`src/rtl/dm_arbiter.sv`:
```
// dm_arbiter: shares the single DataMemo port between the CPU load/store
// unit (port 0) and the DMA/debug loader (port 1). Each access is a
// req/ack transaction: IDLE -> ACCESS -> RESP -> IDLE. A tie between the
// two ports goes round-robin or to port 0, depending on RR_EN. Addresses are
// byte addresses; bit 0 here is the spec's bit 1.
module dm_arbiter #(
  parameter logic RR_EN = 1'b1  // 1: round-robin on ties, 0: port 0 always wins
) (
  input  logic        clk,
  input  logic        RST,       // asynchronous, active low
  input  logic        req0,
  input  logic        req1,
  input  logic        we0,
  input  logic        we1,
  input  logic [11:0] addr0,
  input  logic [11:0] addr1,
  input  logic [31:0] din0,
  input  logic [31:0] din1,
  input  logic [1:0]  mode0,
  input  logic [1:0]  mode1,
  output logic        ack0,
  output logic        ack1,
  output logic        err0,
  output logic        err1,
  output logic [31:0] rdata0,
  output logic [31:0] rdata1,
  output logic        busy,
  output logic [11:0] mem_addr,
  output logic [31:0] mem_din,
  output logic        mem_we,
  output logic [1:0]  mem_mode,
  input  logic [31:0] mem_dout
);

  typedef enum logic [1:0] {
    IDLE   = 2'd0,
    ACCESS = 2'd1,
    RESP   = 2'd2
  } state_t;

  state_t      state_reg;
  logic        last_grant_reg;   // port granted most recently
  logic        gnt_reg;          // port owning the current transaction
  logic        req_we_reg;
  logic [11:0] req_addr_reg;
  logic [31:0] req_din_reg;
  logic [1:0]  req_mode_reg;
  logic        req_err_reg;
  logic        mem_we_reg;
  logic        busy_reg;
  logic        ack0_reg;
  logic        ack1_reg;
  logic        err0_reg;
  logic        err1_reg;
  logic [31:0] rdata0_reg;
  logic [31:0] rdata1_reg;

  logic        sel_next;
  logic        sel_we_next;
  logic [11:0] sel_addr_next;
  logic [31:0] sel_din_next;
  logic [1:0]  sel_mode_next;
  logic        sel_err_next;

  // Access is rejected when the address does not match the width, or the
  // width encoding is the reserved one.
  function automatic logic bad_access(input logic [1:0] mode, input logic [11:0] addr);
    logic bad;
    case (mode)
      2'b00:   bad = (addr[1:0] != 2'b00);
      2'b01:   bad = addr[0];
      2'b10:   bad = 1'b0;
      default: bad = 1'b1;
    endcase
    return bad;
  endfunction

  // Pick the winning port and mux its request fields.
  always_comb begin
    sel_next = 1'b0;
    if (req0 && req1) begin
      sel_next = RR_EN ? ~last_grant_reg : 1'b0;
    end else if (req1) begin
      sel_next = 1'b1;
    end
    sel_we_next   = sel_next ? we1   : we0;
    sel_addr_next = sel_next ? addr1 : addr0;
    sel_din_next  = sel_next ? din1  : din0;
    sel_mode_next = sel_next ? mode1 : mode0;
    sel_err_next  = bad_access(sel_mode_next, sel_addr_next);
  end

  // Sequencer FSM with registered outputs; ack/err pulse only while in RESP.
  always_ff @(posedge clk or negedge RST) begin
    if (!RST) begin
      state_reg      <= IDLE;
      last_grant_reg <= 1'b1;
      gnt_reg        <= 1'b0;
      req_we_reg     <= 1'b0;
      req_addr_reg   <= '0;
      req_din_reg    <= '0;
      req_mode_reg   <= '0;
      req_err_reg    <= 1'b0;
      mem_we_reg     <= 1'b0;
      busy_reg       <= 1'b0;
      ack0_reg       <= 1'b0;
      ack1_reg       <= 1'b0;
      err0_reg       <= 1'b0;
      err1_reg       <= 1'b0;
      rdata0_reg     <= '0;
      rdata1_reg     <= '0;
    end else begin
      ack0_reg <= 1'b0;
      ack1_reg <= 1'b0;
      err0_reg <= 1'b0;
      err1_reg <= 1'b0;
      case (state_reg)
        IDLE: begin
          if (req0 || req1) begin
            gnt_reg        <= sel_next;
            last_grant_reg <= sel_next;
            req_we_reg     <= sel_we_next;
            req_addr_reg   <= sel_addr_next;
            req_din_reg    <= sel_din_next;
            req_mode_reg   <= sel_mode_next;
            req_err_reg    <= sel_err_next;
            // write strobe is suppressed for rejected stores
            mem_we_reg     <= sel_we_next & ~sel_err_next;
            busy_reg       <= 1'b1;
            state_reg      <= ACCESS;
          end
        end
        ACCESS: begin
          mem_we_reg <= 1'b0;
          if (!req_we_reg && !req_err_reg) begin
            if (gnt_reg) rdata1_reg <= mem_dout;
            else         rdata0_reg <= mem_dout;
          end
          if (gnt_reg) begin
            ack1_reg <= 1'b1;
            err1_reg <= req_err_reg;
          end else begin
            ack0_reg <= 1'b1;
            err0_reg <= req_err_reg;
          end
          state_reg <= RESP;
        end
        RESP: begin
          busy_reg  <= 1'b0;
          state_reg <= IDLE;
        end
        default: begin
          mem_we_reg <= 1'b0;
          busy_reg   <= 1'b0;
          state_reg  <= IDLE;
        end
      endcase
    end
  end

  assign ack0     = ack0_reg;
  assign ack1     = ack1_reg;
  assign err0     = err0_reg;
  assign err1     = err1_reg;
  assign rdata0   = rdata0_reg;
  assign rdata1   = rdata1_reg;
  assign busy     = busy_reg;
  assign mem_addr = req_addr_reg;
  assign mem_din  = req_din_reg;
  assign mem_mode = req_mode_reg;
  assign mem_we   = mem_we_reg;

endmodule

```
`config.mk`:
```
export PLATFORM = sky130hd
export DESIGN_NAME = dm_arbiter
export DESIGN_NICKNAME = d
export VERILOG_FILES = /design/src/rtl/dm_arbiter.sv
export SDC_FILE = /design/constraint.sdc
export NUM_CORES = 1
export LEC_CHECK = 0
export CORE_MARGIN = 8
export CORE_UTILIZATION = 68
export CTS_CLUSTER_DIAMETER = 60
export CTS_CLUSTER_SIZE = 40
export DETAILED_ROUTE_END_ITERATION = 7
export DONT_BUFFER_PORTS = 1
export PLACE_DENSITY_LB_ADDON = 0.15
export SLEW_MARGIN = 10
export SYNTH_ARGS = -nofsm -noshare
export SYNTH_HDL_FRONTEND = slang
export SYNTH_SLANG_ARGS = --single-unit
export TNS_END_PERCENT = 50
```
`constraint.sdc`:
```
create_clock -name clk -period 3.67 [get_ports clk]
set_input_delay 0.5505 -clock clk [delete_from_list [all_inputs] [get_ports clk]]
set_output_delay 0.5505 -clock clk [all_outputs]
set_load 0.005 [all_outputs]
```
==> reports/metrics.csv <==
metric,value,unit
globalplace.congestion,0.743,
synth_top_area_share,58.8,%
maxSlewViolCount,0,
post-route-min-period,2.09,ns
clock_skew,0.00703,ns
yosysSeqAreaShare,59.3,%
holdWs,-0.0215,ns
syn_inst,328,
cp.arrival,2.46,ns
area_growth,13.4,%
dp_hpwl,8900,um
drive_gt1_share,53.6,%
first_iter_violations,94,
slew_headroom,33.9,%
p_int,3.90,mW
pwr-share-seq,48.2,%
cts_setup_buffers,0,
synth_flop_cell,dfrtp_1,
cts_buffers,17,
layout.nets,464,
synthArstFlopShare,100,%
syn-num-nets,458,
clkTransAtPathRegs,0.06,ns
cellPowerDensity,961,nW/um^2
grt_pass1_wl,18600,um
gr-total-overflow,0,
worstSetupPathType,reg2reg,
fin_crit_sh,56.8,%
core-area,7290,um^2
fp.dieArea,10600,um^2
grt_usage,23.8,%
grt_max_degree,123,
yosys_warnings,0,
clk_path_buf_depth,2,
hold_violations,13,
route.vias.total,2731,
rows,31,
drc_errors,0,
post-route-util,80.1,%
portBuffers,0,
synth_area_leader_cell,dfrtp_1,
die_w,103,um
ys_ff_latch,122,
viasPerCell,6.12,
post_drt_wl_per_cell,27.9,um
antenna_found_initial,0,
setup_viol,0,
grt_pass1_vias,3260,
worstSetupStartpointType,flip-flop,
holdCritPathClass,in2async,
finalWirelength,12400,um
p_comb_share,21.3,%
rsz0062_at_grt,false,
cts_tree,done,
yosys-top-cells-area,"dfrtp_1 59%, mux2_2 31%, mux2_1 2.8%",
avgSynthCellArea,15.7,um^2
initial_core_util,70.7,%
die_y,103,um
clock_latency,0.50,ns
ctsResizeCount,0,
switching_power,1.71,mW
fill_cells,411,
tightest_slew,0.990,ns
cts_htree_levels,4,
status,"finished, violations left",
drv_cap,0,
ir_worst_vdd,0.516,mV
crit_fanout,48,
synth-edff-count,0,
pwr-share-clk,30.6,%
synth.distinct_cells,30,
dr.pass1.iters,4,
swShare,30.5,%
violations,negative hold slack,
num_antenna_cells,0,
final_antenna_net_count,0,
synth_area,5150,um^2
cp-end-kind,flip-flop,
clkSinkCount,122,
power_leakage,2.49,nW
fmax,480,MHz
required,4.05,ns
cts_root_buf,clkbuf_8,
ioPinCount,246,
tns,0,ns
worst max-delay path, cell delays in order (launching register included):
cell	delay, ns
dfrtp_1	0.45
nor2_2	0.20
o21ai_2	0.13
inv_2	0.72
mux2_2	0.43
routing by layer:
| layer | global-route usage, % | vias up | wire length [um] |
|---|---|---|---|
| met1 | 23.1 | 1389 | 4130 |
| met2 | 41.5 | 147 | 6380 |
| li1 | - | 1188 | - |
| met4 | 7.34 | 0 | 80 |
| met3 | 14.2 | 7 | 1840 |
| met5 | 0 | - | 0 |
synth_stat cells, types with 2 or more instances:
| cell type | instances |
|---|---|
| buf_2 | 9 |
| buf_4 | 4 |
| inv_1 | 4 |
| mux2i_1 | 2 |
| mux2_2 | 143 |
| and2_1 | 2 |
| o21ai_0 | 2 |
| buf_6 | 3 |
| nor2b_1 | 3 |
| dfrtp_1 | 121 |
| mux2_1 | 13 |
| nor2_1 | 3 |
| nand2b_1 | 2 |
what timing repair did:
| action | 4_1_cts | 5_1_grt |
|---|---|---|
| setup endpoints to repair | 0 | 0 |
| hold endpoints to repair | 122 | 0 |
| hold buffers | 1 | 0 |
placed cells by master (no fill, tap or decap), types with 2 or more instances in the layout:
cell type	count
nor2b_1	3
o21ai_0	2
mux2_2	143
mux2i_1	2
clkbuf_8	2
clkinvlp_4	3
mux2_1	13
inv_1	4
nor2_1	3
dfrtp_1	121
clkinv_2	2
clkbuf_16	16
nand2b_1	2
clkinv_4	4
bufinv_16	4
and2_1	2
buf_4	2
cell type report:
| cell class | instances | area (um^2) | area share, % |
|---|---|---|---|
| Clock inverter | 14 | 196 | 3.36 |
| Clock buffer | 18 | 428 | 7.32 |
| Multi-Input combinational cell | 185 | 1980 | 33.9 |
| Sequential cell | 122 | 3050 | 52.3 |
| Inverter | 5 | 18.8 | 0.321 |
| Tap cell | 99 | 124 | 2.12 |
| Timing Repair Buffer | 3 | 42.5 | 0.728 |
worst paths after layout:
kind	startpoint	endpoint	slack [ns]	depth (start not counted)
worst max register to register	state_reg[1]	mem_din[17]	1.58	4
min in group clk	req0	last_grant_reg	0.11	1
worst min register to register	gnt_reg	ack0	0.52	1
worst min-delay path	RST	rdata0[11]	-0.02	1
max in group asynchronous	RST	rdata0[7]	3.21	1
worst max-delay path	state_reg[1]	mem_din[17]	1.58	4
power by group through the flow:
stage                     clock network [mW]  registers [mW]  logic [mW]
after global placement                     0            2.70        1.09
after floorplan                            0            2.44        1.07
after detailed placement                   0            2.73        1.16
after global routing                    1.81            2.79        1.32
final                                   1.72            2.70        1.19
after CTS                               1.74            2.72        1.21
metrics by stage:
step	cell area [um^2]	hold WS (ns)	setup slack, ns	std cells	power, mW
after detailed placement	5190	0.260	1.60	413	3.89
final	5840	-0.0215	1.58	446	5.61
after global routing	5840	0.0388	1.44	446	5.92
after CTS	5840	0.0198	1.59	446	5.67
after floorplan	5150	0.255	1.96	328	3.50
after global placement	5190	0.258	1.68	413	3.80
cells by family (layout without fill, tap and decap cells):
logic type | Yosys count | count (layout) | share of synthesized area (%)
muxes | 158 | 158 | 34.5
buffers and inverters | 21 | 40 | 2.48
and+or+nand+nor | 15 | 15 | 1.80
AOI/OAI and AO/OA | 12 | 12 | 1.97
DFF | 122 | 122 | 59.3
No activity file was read; power rests on OpenSTA's default activity.
